--- src/rtl/uart_tx_arbiter.sv ---
// Round-robin arbiter sharing one UART transmitter among NUM_REQ byte streams.
// Grants are held for a whole packet, capped at MAX_BURST bytes per grant.
module uart_tx_arbiter #(
  parameter int NUM_REQ   = 4,
  parameter int MAX_BURST = 16
) (
  input  logic                   clk,
  input  logic                   reset,
  input  logic                   enable,
  input  logic [NUM_REQ-1:0]     req_valid,
  input  logic [8*NUM_REQ-1:0]   req_data,
  input  logic [NUM_REQ-1:0]     req_last,
  output logic [NUM_REQ-1:0]     req_ready,
  output logic                   tx_valid,
  output logic [7:0]             tx_data,
  input  logic                   tx_ready,
  output logic [NUM_REQ-1:0]     grant,
  output logic                   busy
);

  localparam int IW = $clog2(NUM_REQ);
  localparam int CW = (MAX_BURST > 0) ? $clog2(MAX_BURST + 1) : 1;

  typedef enum logic {
    IDLE,
    GRANT
  } state_e;

  state_e               state_q;
  logic [NUM_REQ-1:0]   grant_q;
  logic [IW-1:0]        last_idx_q;
  logic [CW-1:0]        cnt_q;
  logic                 busy_q;

  logic [IW-1:0]        owner;
  logic                 own_valid;
  logic                 own_last;
  logic [7:0]           own_data;
  logic                 xfer;
  logic [CW-1:0]        cnt_d;
  logic                 burst_hit;
  logic                 release_w;
  logic                 pick_found;
  logic [IW-1:0]        pick_idx;
  logic [NUM_REQ-1:0]   grant_d;
  logic [IW:0]          scan;

  always_comb begin
    owner     = '0;
    own_valid = 1'b0;
    own_last  = 1'b0;
    own_data  = '0;
    for (int i = 0; i < NUM_REQ; i++) begin
      if (grant_q[i]) begin
        owner     = IW'(i);
        own_valid = req_valid[i];
        own_last  = req_last[i];
        own_data  = req_data[8*i +: 8];
      end
    end
  end

  assign tx_valid  = own_valid;
  assign tx_data   = own_valid ? own_data : 8'h00;
  assign req_ready = grant_q & {NUM_REQ{tx_ready}};
  assign grant     = grant_q;
  assign busy      = busy_q;

  assign xfer      = own_valid & tx_ready;
  assign cnt_d     = cnt_q + CW'(1);
  assign burst_hit = (MAX_BURST != 0) && (cnt_d == CW'(MAX_BURST));
  assign release_w = xfer & (own_last | burst_hit);

  // Scan starts one past the previous owner so every requester gets a turn.
  always_comb begin
    pick_found = 1'b0;
    pick_idx   = '0;
    scan       = '0;
    for (int k = 1; k <= NUM_REQ; k++) begin
      scan = {1'b0, last_idx_q} + (IW+1)'(k);
      if (scan >= (IW+1)'(NUM_REQ)) begin
        scan = scan - (IW+1)'(NUM_REQ);
      end
      if (!pick_found && req_valid[scan[IW-1:0]]) begin
        pick_found = 1'b1;
        pick_idx   = scan[IW-1:0];
      end
    end
  end

  assign grant_d = NUM_REQ'(1) << pick_idx;

  always_ff @(posedge clk or negedge reset) begin
    if (!reset) begin
      state_q    <= IDLE;
      grant_q    <= '0;
      last_idx_q <= IW'(NUM_REQ - 1);
      cnt_q      <= '0;
      busy_q     <= 1'b0;
    end else begin
      case (state_q)
        IDLE: begin
          if (enable && pick_found) begin
            state_q <= GRANT;
            grant_q <= grant_d;
            cnt_q   <= '0;
            busy_q  <= 1'b1;
          end
        end
        GRANT: begin
          if (xfer) begin
            cnt_q <= cnt_d;
          end
          if (release_w) begin
            state_q    <= IDLE;
            grant_q    <= '0;
            last_idx_q <= owner;
            busy_q     <= 1'b0;
          end
        end
        default: begin
          state_q <= IDLE;
          grant_q <= '0;
          busy_q  <= 1'b0;
        end
      endcase
    end
  end

endmodule

--- config.mk ---
export PLATFORM = sky130hd
export DESIGN_NAME = uart_tx_arbiter
export DESIGN_NICKNAME = d
export VERILOG_FILES = /design/src/rtl/uart_tx_arbiter.sv
export SDC_FILE = /design/constraint.sdc
export NUM_CORES = 1
export LEC_CHECK = 0
export ABC_AREA = 1
export BUFFER_PORTS_ARGS = -buffer_cell sky130_fd_sc_hd__buf_2
export CAP_MARGIN = 20
export CELL_PAD_IN_SITES_DETAIL_PLACEMENT = 1
export CELL_PAD_IN_SITES_GLOBAL_PLACEMENT = 2
export CORE_MARGIN = 2
export CORE_UTILIZATION = 25
export CTS_BUF_LIST = sky130_fd_sc_hd__clkbuf_8 sky130_fd_sc_hd__clkbuf_16
export DETAILED_ROUTE_END_ITERATION = 6
export PLACE_DENSITY = 0.94
export SETUP_SLACK_MARGIN = 0.3
export SYNTH_ARGS = -nofsm -noshare
export SYNTH_HDL_FRONTEND = slang
export SYNTH_SLANG_ARGS = --single-unit
--- constraint.sdc ---
create_clock -name clk -period 2.4 [get_ports clk]
set_input_delay 0 -clock clk [delete_from_list [all_inputs] [get_ports clk]]
set_output_delay 0 -clock clk [all_outputs]
set_load 0.01 [all_outputs]
==> results.md, run 1 <==
Yosys:
- Counting flops with a built-in enable in the synthesized netlist gives 0.
- The synthesized area divided by synthesized cell count is 6.606 um^2.
- In the synthesized netlist the dominant register cell turns out to be sky130_fd_sc_hd__dfrtp_1.
- The async set-or-reset flop fraction in the synthesized netlist is 1.000.
- The synthesized design contains 13 register bits.
- The number of different library cells in the post-synthesis netlist is 30.
- Synthesis produced a netlist with a net count of 245.
- During synthesis, Yosys emitted a total of 0 warnings.
- The number of standard cells after synthesis is 200.
- In this run the cell area of the synthesized design comes to 1321 um^2.
- The register area share after synthesis is 0.2481.

Worst setup path:
- The slowest stage of the critical path is the sky130_fd_sc_hd__dfstp_2 cell.
- The worst setup path is launched from a register.
- The critical path is of the reg -> reg type.
- Traced cell by cell, the critical path runs through inv_2 -> nand2_1 -> nand2_1 -> nor2_1 -> nor2_1 -> nand3_2 -> nand3_4 -> nor2_1 -> nand2_1 -> nand2_1.
- At the worst endpoint, the arrival time is 2.10 ns.
- The source of the critical timing path is last_idx_q[0]$_DFFE_PN1P_.
- The endpoint kind of the worst setup timing path is a register.
- The dominant delay contributor by cell family on the critical path is simple AND/OR/NAND/NOR gates.
- The required time of the critical path is 2.58 ns.
- The largest driver fanout on the critical path is 13.
- The largest stage delay on the critical path is 0.64 ns.
- In this run the critical register-to-register path is launched from last_idx_q[0]$_DFFE_PN1P_.
- The cell type with the highest occurrence count on the critical path is sky130_fd_sc_hd__nand2_1.
- The number of buffers and inverters on the critical path is 1.

Route:
- The remaining design rule violation count is 0.
- The number of nets still failing antenna checks after routing is 0.
- For this run, the detailed router's first-pass iteration total came to 4.
- The wire length reported by the detailed router is 4127 um.
- Using the TritonRoute via totals, the vias-per-cell ratio works out to 4.628.
- Dividing the detail-routed wire length by the instance count gives 12.47 um.
- The total via count after detailed routing is 1,532.
- The starting DRC count in detailed routing is 37.

Timing:
- Based on the critical path, the design can be clocked at up to 520.7 MHz.
- The tightest hold path in the finished design has a slack of 0.05886 ns.
- The setup TNS is 0 ns.
- Clock skew on the completed layout was measured at 0.001123 ns.
- The slew of the pin with the lowest slew margin is 0.4005 ns.
- After layout, the minimum clock period comes to 1.920 ns.
- The hold violation total from the final report is 0.
- The number of failing setup endpoints in the final timing report is 0.
- Setup repair after global routing left no endpoint under its margin.
- Dividing the final minimum period by the clock period gives 0.8001.
- The max-slew headroom at the worst pin is 0.7327.
- The final max-slew violation count is 0.

GRT:
- The number of global-route vias before repair is 1,499.
- The met2 routing resource usage after global routing is 0.2588.
- The first global-routing pass estimated 6886 um of wire.
- The global routing's busiest layer is met2.
- The met1 track utilization from global routing is 0.1725.
- The initial antenna violation count came to 0.
- For this run the aggregate overflow at the end of global routing stands at 0.
- In the global route stage, overall resource usage came out at 0.1395.
- For this run, global-route usage on met3 was measured as 0.02706.
- Entering global routing, the biggest net connects 17 pins.

Floorplan:
- In this run the standard cell core region covers 5107 um^2.
- The site row count is 26.
- The number of top-level pins is 62.
- The initial utilization of the core area, before any placement, comes to 0.2587.
- The floorplan step set the die width to 76.70 um.
- The overall die area is 5883 um^2.
- The die boundary height is 76.70 um.

Cells and area:
- The number of antenna diodes in the final layout is 0.
- The most frequent standard cell in the layout excluding fill and tap cells is sky130_fd_sc_hd__nand2_1.
- The fraction of final layout cells sized beyond drive strength 1 is 0.3525.
- The layout net count is 307.
- The top cell types in the final layout, fill and taps aside, are sky130_fd_sc_hd__nand2_1 (72), sky130_fd_sc_hd__buf_2 (61), sky130_fd_sc_hd__inv_1 (20).
- Relative to the synthesized area, the layout overhead comes to 31.16%.

Placed design:
- The final weighted congestion in routability-driven placement is 0.7614.
- The number of port buffers is 61.
- The detailed-placement wirelength estimate is 3457 um.

Pwr:
- In this run the power density over the cells is 1126 nW/um^2.
- IR analysis of the VDD net gives a maximum drop of 0.6013 mV.
- The reported leakage power is 0.9832 nW.

Clock network:
- The H-tree level count is 1.
- Buffers inserted during clock tree synthesis total 3.
- The clock passes through at most 2 buffers.
- Clock tree synthesis selected as its root buffer the cell sky130_fd_sc_hd__clkbuf_8.
- The tree built by TritonCTS fans out to 13 sinks.
- The TritonCTS clock tree is done.
- The clock transition at the registers of the reported paths is 0.05 ns.
- In this run the post-CTS setup repair buffer count came out at 0.
- The clock insertion delay at the later pin of the skew report is 0.24 ns.

Min path:
- The worst hold path begins at enable.
- The path class of the tightest hold or removal check is in -> reg.

Status:
- The flow ran to the end, and the final reports show no timing, DRC or antenna violations.

Run:
- The tool flagged a number of max-cap violations equal to 0.
==> path summary, 6_finish.rpt <==
kind,slack [ns],cells after the start,to
worst max-delay path,0.48,10,grant[2]$_DFFE_PN0P_
min in group asynchronous,0.17,2,cnt_q[3]$_DFFE_PN0P_
worst max register to register,0.48,10,grant[2]$_DFFE_PN0P_
worst min register to register,0.52,2,busy$_DFFE_PN0P_
max in group asynchronous,1.95,2,last_idx_q[1]$_DFFE_PN1P_
worst min-delay path,0.06,3,state_q$_DFF_PN0_
==> cell families after synthesis <==
kind of cell	share of synthesized area
buf+inv	0.1127
compound gates	0.1865
simple gates	0.4299
fa+ha+maj	0.009468
flops	0.2481
xor+xnor	0.01326
==> power breakdown <==
| group | total (W) | switching [W] | internal [W] | leakage, nW |
|---|---|---|---|---|
| sequential | 0.000471 | 0.000158 | 0.000313 | 0.159 |
| combinational | 0.00129 | 0.000809 | 0.000484 | 0.797 |
| clock | 0.000186 | 0.0000737 | 0.000113 | 0.0269 |
| total | 0.00195 | 0.00104 | 0.000910 | 0.983 |
==> registers in the layout, summed over array words and instances, names as in the netlist <==
name        cells
last_idx_q      2
cnt_q           5
busy            1
state_q         1
grant           4
==> cells in the mapped netlist (2+ instances only) <==
master	instances	area, um^2
sky130_fd_sc_hd__a22oi_1	6	45.04
sky130_fd_sc_hd__buf_6	3	33.78
sky130_fd_sc_hd__o21ai_1	6	30.03
sky130_fd_sc_hd__o21ai_0	2	10.01
sky130_fd_sc_hd__inv_1	19	71.32
sky130_fd_sc_hd__nand2_4	5	56.30
sky130_fd_sc_hd__nor2_1	10	37.54
sky130_fd_sc_hd__nand3_2	5	50.05
sky130_fd_sc_hd__nand3_1	17	85.08
sky130_fd_sc_hd__dfrtp_1	11	275.3
sky130_fd_sc_hd__buf_4	2	15.01
sky130_fd_sc_hd__nand2_1	72	270.3
sky130_fd_sc_hd__dfstp_2	2	52.55
sky130_fd_sc_hd__o211ai_1	2	15.01
sky130_fd_sc_hd__a21oi_1	13	65.06
sky130_fd_sc_hd__nand2_2	4	25.02
sky130_fd_sc_hd__o221ai_1	6	52.55
sky130_fd_sc_hd__inv_2	3	11.26
==> repair_timing <==
action	4_1_cts	5_1_grt
endpoints found under the setup margin	0	10
hold endpoints to repair	13	0
resized for setup	0	3
hold buffers	1	0
==> worst register-to-register path, delay by kind of cell, from the launching register on <==
family	cells	cell delay (ns)
AND/OR/NAND/NOR	9	1.10
flip-flops	1	0.64
buffers and inverters	1	0.13
==> cell type report <==
cell class | instances | area, um^2
Clock inverter | 1 | 3.754
Fill cell | 690 | 3374
Clock buffer | 3 | 41.29
Tap cell | 70 | 87.58
Sequential cell | 13 | 330.3
Timing Repair Buffer | 63 | 322.8
Multi-Input combinational cell | 157 | 852.1
Inverter | 24 | 95.09
==> routing by layer <==
layer,routed length [um],part of all wire
met2,2161,0.52
met4,5,0.0012
met5,0,0
met1,1839,0.45
met3,120,0.029
==> per-stage QoR <==
stage	util	cells	setup WS (ns)	power, W	instance area, um^2
CTS	0.3373	331	0.3342	0.001968	1723
detailed placement	0.3266	326	0.3457	0.001772	1668
global placement	0.3266	326	0.4274	0.001743	1668
floorplan	-	200	0.8223	0.001457	1321
finish	0.3393	331	0.4797	0.001951	1733
global route	0.3393	331	0.3047	0.002176	1733
Power figures use the tool's default switching activity.
==> run 2, diff against run 1 <==
--- a/config.mk
+++ b/config.mk
@@ -5,16 +5,16 @@
 export SDC_FILE = /design/constraint.sdc
 export NUM_CORES = 1
 export LEC_CHECK = 0
-export ABC_AREA = 1
+export ABC_AREA = 0
 export BUFFER_PORTS_ARGS = -buffer_cell sky130_fd_sc_hd__buf_2
 export CAP_MARGIN = 20
 export CELL_PAD_IN_SITES_DETAIL_PLACEMENT = 1
 export CELL_PAD_IN_SITES_GLOBAL_PLACEMENT = 2
 export CORE_MARGIN = 2
-export CORE_UTILIZATION = 25
+export CORE_UTILIZATION = 21
 export CTS_BUF_LIST = sky130_fd_sc_hd__clkbuf_8 sky130_fd_sc_hd__clkbuf_16
 export DETAILED_ROUTE_END_ITERATION = 6
-export PLACE_DENSITY = 0.94
+export PLACE_DENSITY = 0.84
 export SETUP_SLACK_MARGIN = 0.3
 export SYNTH_ARGS = -nofsm -noshare
 export SYNTH_HDL_FRONTEND = slang
==> constraint.sdc (replaced) <==
create_clock -name clk -period 1.7 [get_ports clk]
set_input_delay 0 -clock clk [delete_from_list [all_inputs] [get_ports clk]]
set_output_delay 0 -clock clk [all_outputs]
set_load 0.01 [all_outputs]
==> run 2 against run 1 <==
The flow now finishes with violations (negative setup slack); critical path depth is 5 lower; largest cell class unchanged; combinational power is 48% higher; critical endpoint is now tx_data[5]; via count decreased by 15%; highest routed layer unchanged; design area up 7.2%.
==> results.md, run 2 <==
Status:
- The flow ran to the end, but the final reports show violations.
- The checks that failed: negative setup slack.

GRT:
- The number of global-route vias before repair is 1,342 (-10%).
- The total global-route track usage came to 0.1441 (+0.004622).
- The met2 routing resource usage after global routing is 0.2393 (-0.01949).
- The met1 track utilization from global routing is 0.1838 (+0.01136).
- The met3 track utilization from global routing came to 0.04502 (+0.01796).
- After global routing, the most crowded layer is met2.
- The first-pass GRT wire length was 6817 um (-1.0%).
- The initial antenna violation count is 0 (unchanged).
- The largest net degree at the start of global routing came to 14 (-3).
- The total global routing overflow is 0 (unchanged).

Cells and area:
- The number of flip-flops in the largest register was 5 (unchanged).
- Ranked by flip-flop count, first place goes to cnt_q.
- The layout net count is 255 (-17%).
- The library cells used most frequently in the layout, excluding fill and tap cells, are sky130_fd_sc_hd__buf_2 (60), sky130_fd_sc_hd__buf_4 (16), sky130_fd_sc_hd__nand2_1 (13).
- The library cell used most frequently in the layout, excluding fill and tap cells, is sky130_fd_sc_hd__buf_2.
- The number of antenna cells inserted is 0 (unchanged).
- The fraction of final layout cells sized beyond drive strength 1 was 0.6077 (+0.2552).
- The final instance count without filler cells came to 279 (-16%).
- The area growth from synthesis to layout is 70.69%.

Floorplan:
- The floorplan core area is 5042 um^2 (-1.3%).
- The width of the chip is 76.00 um (-0.92%).
- The number of top-level pins came to 62 (unchanged).
- The site row count is 26 (unchanged).
- The overall die area is 5775 um^2 (-1.8%).
- The die boundary height is 76.00 um (-0.92%).
- The starting density of the core came to 0.2159 (-0.04282).

Placed design:
- The number of port buffers was 61 (unchanged).
- The worst setup slack after placement is 0.05687 ns (-0.2889 ns).
- The number of placed cells counting well taps came to 260 (-20%).
- The detailed-placement wirelength estimate is 3049 um (-12%).
- The final weighted congestion in routability-driven placement is 0.7732 (+1.5%).

Clock network:
- The maximum clock insertion buffer count was 2 (unchanged).
- The clock net sink count is 13 (unchanged).
- TritonCTS built the clock tree.
- The H-tree level count is 1 (unchanged).
- The clock transition at the registers of the reported paths was 0.05 ns (about the same).
- The clock insertion delay at the later pin of the skew report is 0.25 ns (about the same).
- The buffer cell driving the clock tree root is sky130_fd_sc_hd__clkbuf_8.
- The clock buffer count from CTS was 3 (unchanged).

Yosys:
- The share of the synthesized area in the top cell type is 0.2529 (+0.04454).
- The largest area contributor in the netlist is sky130_fd_sc_hd__dfrtp_1.
- After synthesis, the cell types taking the most area are sky130_fd_sc_hd__dfrtp_1 (25%), sky130_fd_sc_hd__nand2_1 (5.2%), sky130_fd_sc_hd__dfstp_2 (4.8%), sky130_fd_sc_hd__o22ai_1 (4.6%), sky130_fd_sc_hd__a211oi_1 (4.1%).
- The register area share after synthesis is 0.3011 (+0.05304).
- The most used flip-flop cell after synthesis is sky130_fd_sc_hd__dfrtp_1.
- The synthesized area divided by synthesized cell count was 8.639 um^2 (+31%).
- The area of the mapped netlist is 1089 um^2 (-18%).
- The async set-or-reset flop fraction in the synthesized netlist is 1.000 (unchanged).
- The number of synthesized flops with an enable pin was 0 (unchanged).
- The commonest cells after synthesis are sky130_fd_sc_hd__nand2_1 (15), sky130_fd_sc_hd__dfrtp_1 (11), sky130_fd_sc_hd__nor2_1 (8), sky130_fd_sc_hd__o22ai_1 (8), sky130_fd_sc_hd__a21oi_1 (7).
- The number of different library cells in the post-synthesis netlist came to 41 (+37%).
- The synthesis warning total is 0 (unchanged).
- The net count after synthesis is 171 (-30%).
- Among all cell types in the netlist, the one instantiated most often is sky130_fd_sc_hd__nand2_1.
- The number of standard cells after synthesis is 126 (-37%).
- The register bit total from synthesis is 13 (unchanged).

Worst setup path:
- The arrival time of data at the critical path endpoint was 1.73 ns (-0.37 ns).
- Walking the worst path, the cells encountered are nand3b_1 -> a311o_4 -> buf_8 -> a211oi_4 -> buf_2.
- The register-to-register path setup slack is -0.02 ns (-0.50 ns).
- The startpoint type of the worst setup path is a register.
- The largest stage delay on the critical path is 0.43 ns (-0.21 ns).
- The critical path is of the reg -> out type.
- The largest driver fanout on the critical path is 9 (-4).
- Grouping stages by cell kind, the critical path spends the most delay in compound AO/OA/AOI/OAI gates.
- The number of buffers and inverters on the critical path was 2 (+1).
- The endpoint kind of the worst setup timing path is an output pin.
- The slowest stage of the critical path is the sky130_fd_sc_hd__dfrtp_2 cell.
- The required time of the critical path was 1.70 ns (-0.88 ns).

Min path:
- In this run the worst hold path is classified as in -> reg.

Pwr:
- The worst vdd rail ir drop is 0.5353 mV (-11%).
- The total power per unit cell area was 1501 nW/um^2 (+33%).
- The reported leakage power is 0.8435 nW (-14%).

Route:
- The starting DRC count in detailed routing is 18 (-51%).
- The first-pass detailed-route iteration total came to 4 (unchanged).
- The total via count after detailed routing is 1,304 (-15%).
- The wire length reported by the detailed router is 4033 um (-2.3%).
- The average detailed-routed wire length per instance is 14.46 um (+16%).
- The via density per instance came to 4.674 (+0.98%).
- The number of nets still failing antenna checks after routing was 0 (unchanged).
- The remaining design rule violation count is 0 (unchanged).

Timing:
- Setup repair after global routing could not meet its margin everywhere.
- The upper clock frequency limit is 579.5 MHz.
- The max-slew headroom at the worst pin is 0.6829 (-0.04986).
- The hold violation total from the final report is 0 (unchanged).
- The minimum setup slack in the final design is -0.02550 ns (-0.5052 ns).
- The minimum hold slack is 0.03886 ns (-0.02000 ns).
- The clock period minus final worst setup slack is 1.725 ns.
- The number of failing setup endpoints in the final timing report came to 5 (+5).
- The post-route clock period utilization is 1.015.
- The final max-slew violation count came to 0 (unchanged).
- The slew of the pin with the lowest slew margin is 0.4705 ns (+0.07007 ns).
- The setup skew after layout is 0.002513 ns (+0.001390 ns).

Run:
- The number of maximum-capacitance constraint violations came to 0 (unchanged).
## run 2: changes by cell type after synthesis, moves of 6 or more
cell / change
sky130_fd_sc_hd__inv_1: -14
sky130_fd_sc_hd__o22ai_1: +8
sky130_fd_sc_hd__a21oi_1: -6
sky130_fd_sc_hd__a211oi_1: +6
sky130_fd_sc_hd__nand3_1: -14
sky130_fd_sc_hd__nand2_1: -57
## run 2: cells by family (layout without fill, tap and decap cells)
family | count (synthesis) | in the layout | share of synthesized area
xor+xnor | 2 | 2 | 0.01609
flops | 13 | 13 | 0.3011
compound gates | 48 | 48 | 0.3287
simple gates | 48 | 48 | 0.2632
fa+ha+maj | 1 | 1 | 0.01149
mux | 2 | 2 | 0.01839
buf+inv | 12 | 95 | 0.06092
## run 2: through the flow
stage          utilization  TNS [ns]  cell area [um^2]  power [W]
6_report            0.3685  -0.06704              1858   0.002788
5_1_grt             0.3685    -1.034              1858   0.003030
4_1_cts             0.3509  -0.06632              1769   0.002617
3_5_place_dp        0.3057         0              1541   0.001986
3_3_place_gp        0.3057         0              1541   0.001977
2_1_floorplan            -         0              1126   0.001536
## run 2: final cells by class
class / instances / area [um^2]
Multi-Input combinational cell: 101 / 823.3
Clock buffer: 3 / 41.29
Sequential cell: 13 / 332.8
Timing Repair Buffer: 85 / 536.8
Fill cell: 624 / 3184
Inverter: 6 / 32.53
Clock inverter: 1 / 3.754
Tap cell: 70 / 87.58
## run 2: worst paths after layout
check | start | endpoint | depth (start not counted)
setup / recovery | grant[1]$_DFFE_PN0P_ | tx_data[5] | 5
hold / removal | enable | state_q$_DFF_PN0_ | 3
setup reg to reg | grant[1]$_DFFE_PN0P_ | busy$_DFFE_PN0P_ | 8
hold reg to reg | last_idx_q[0]$_DFFE_PN1P_ | last_idx_q[0]$_DFFE_PN1P_ | 2
max in group asynchronous | reset | last_idx_q[0]$_DFFE_PN1P_ | 2
min in group asynchronous | reset | cnt_q[1]$_DFFE_PN0P_ | 2
## run 2: power by group
group          internal [W]  total (W)  switching [W]  leakage (nW)
clock              0.000160   0.000275       0.000115        0.0269
sequential         0.000448   0.000605       0.000157         0.157
combinational      0.000960    0.00191       0.000948         0.660
## run 2: per-layer routing
| layer | vias up | routed length [um] |
|---|---|---|
| met2 | 55 | 1920 |
| met5 | - | 0 |
| met4 | 0 | 49 |
| met1 | 603 | 1785 |
| met3 | 4 | 278 |
| li1 | 642 | - |
## run 2: timing repair
| item | in CTS | in global routing |
|---|---|---|
| gates cloned | 0 | 0 |
| hold buffers | 1 | 0 |
| hold endpoints to repair | 13 | 0 |
| setup endpoints to repair | 22 | 22 |
| resized for setup | 27 | 10 |
| pin swaps | 12 | 4 |
| buffers inserted | 10 | 4 |
## run 2: worst min-delay path: stages
cell                      delay [ns]
sky130_fd_sc_hd__buf_2          0.10
sky130_fd_sc_hd__o41ai_2        0.08
sky130_fd_sc_hd__a21oi_2        0.06
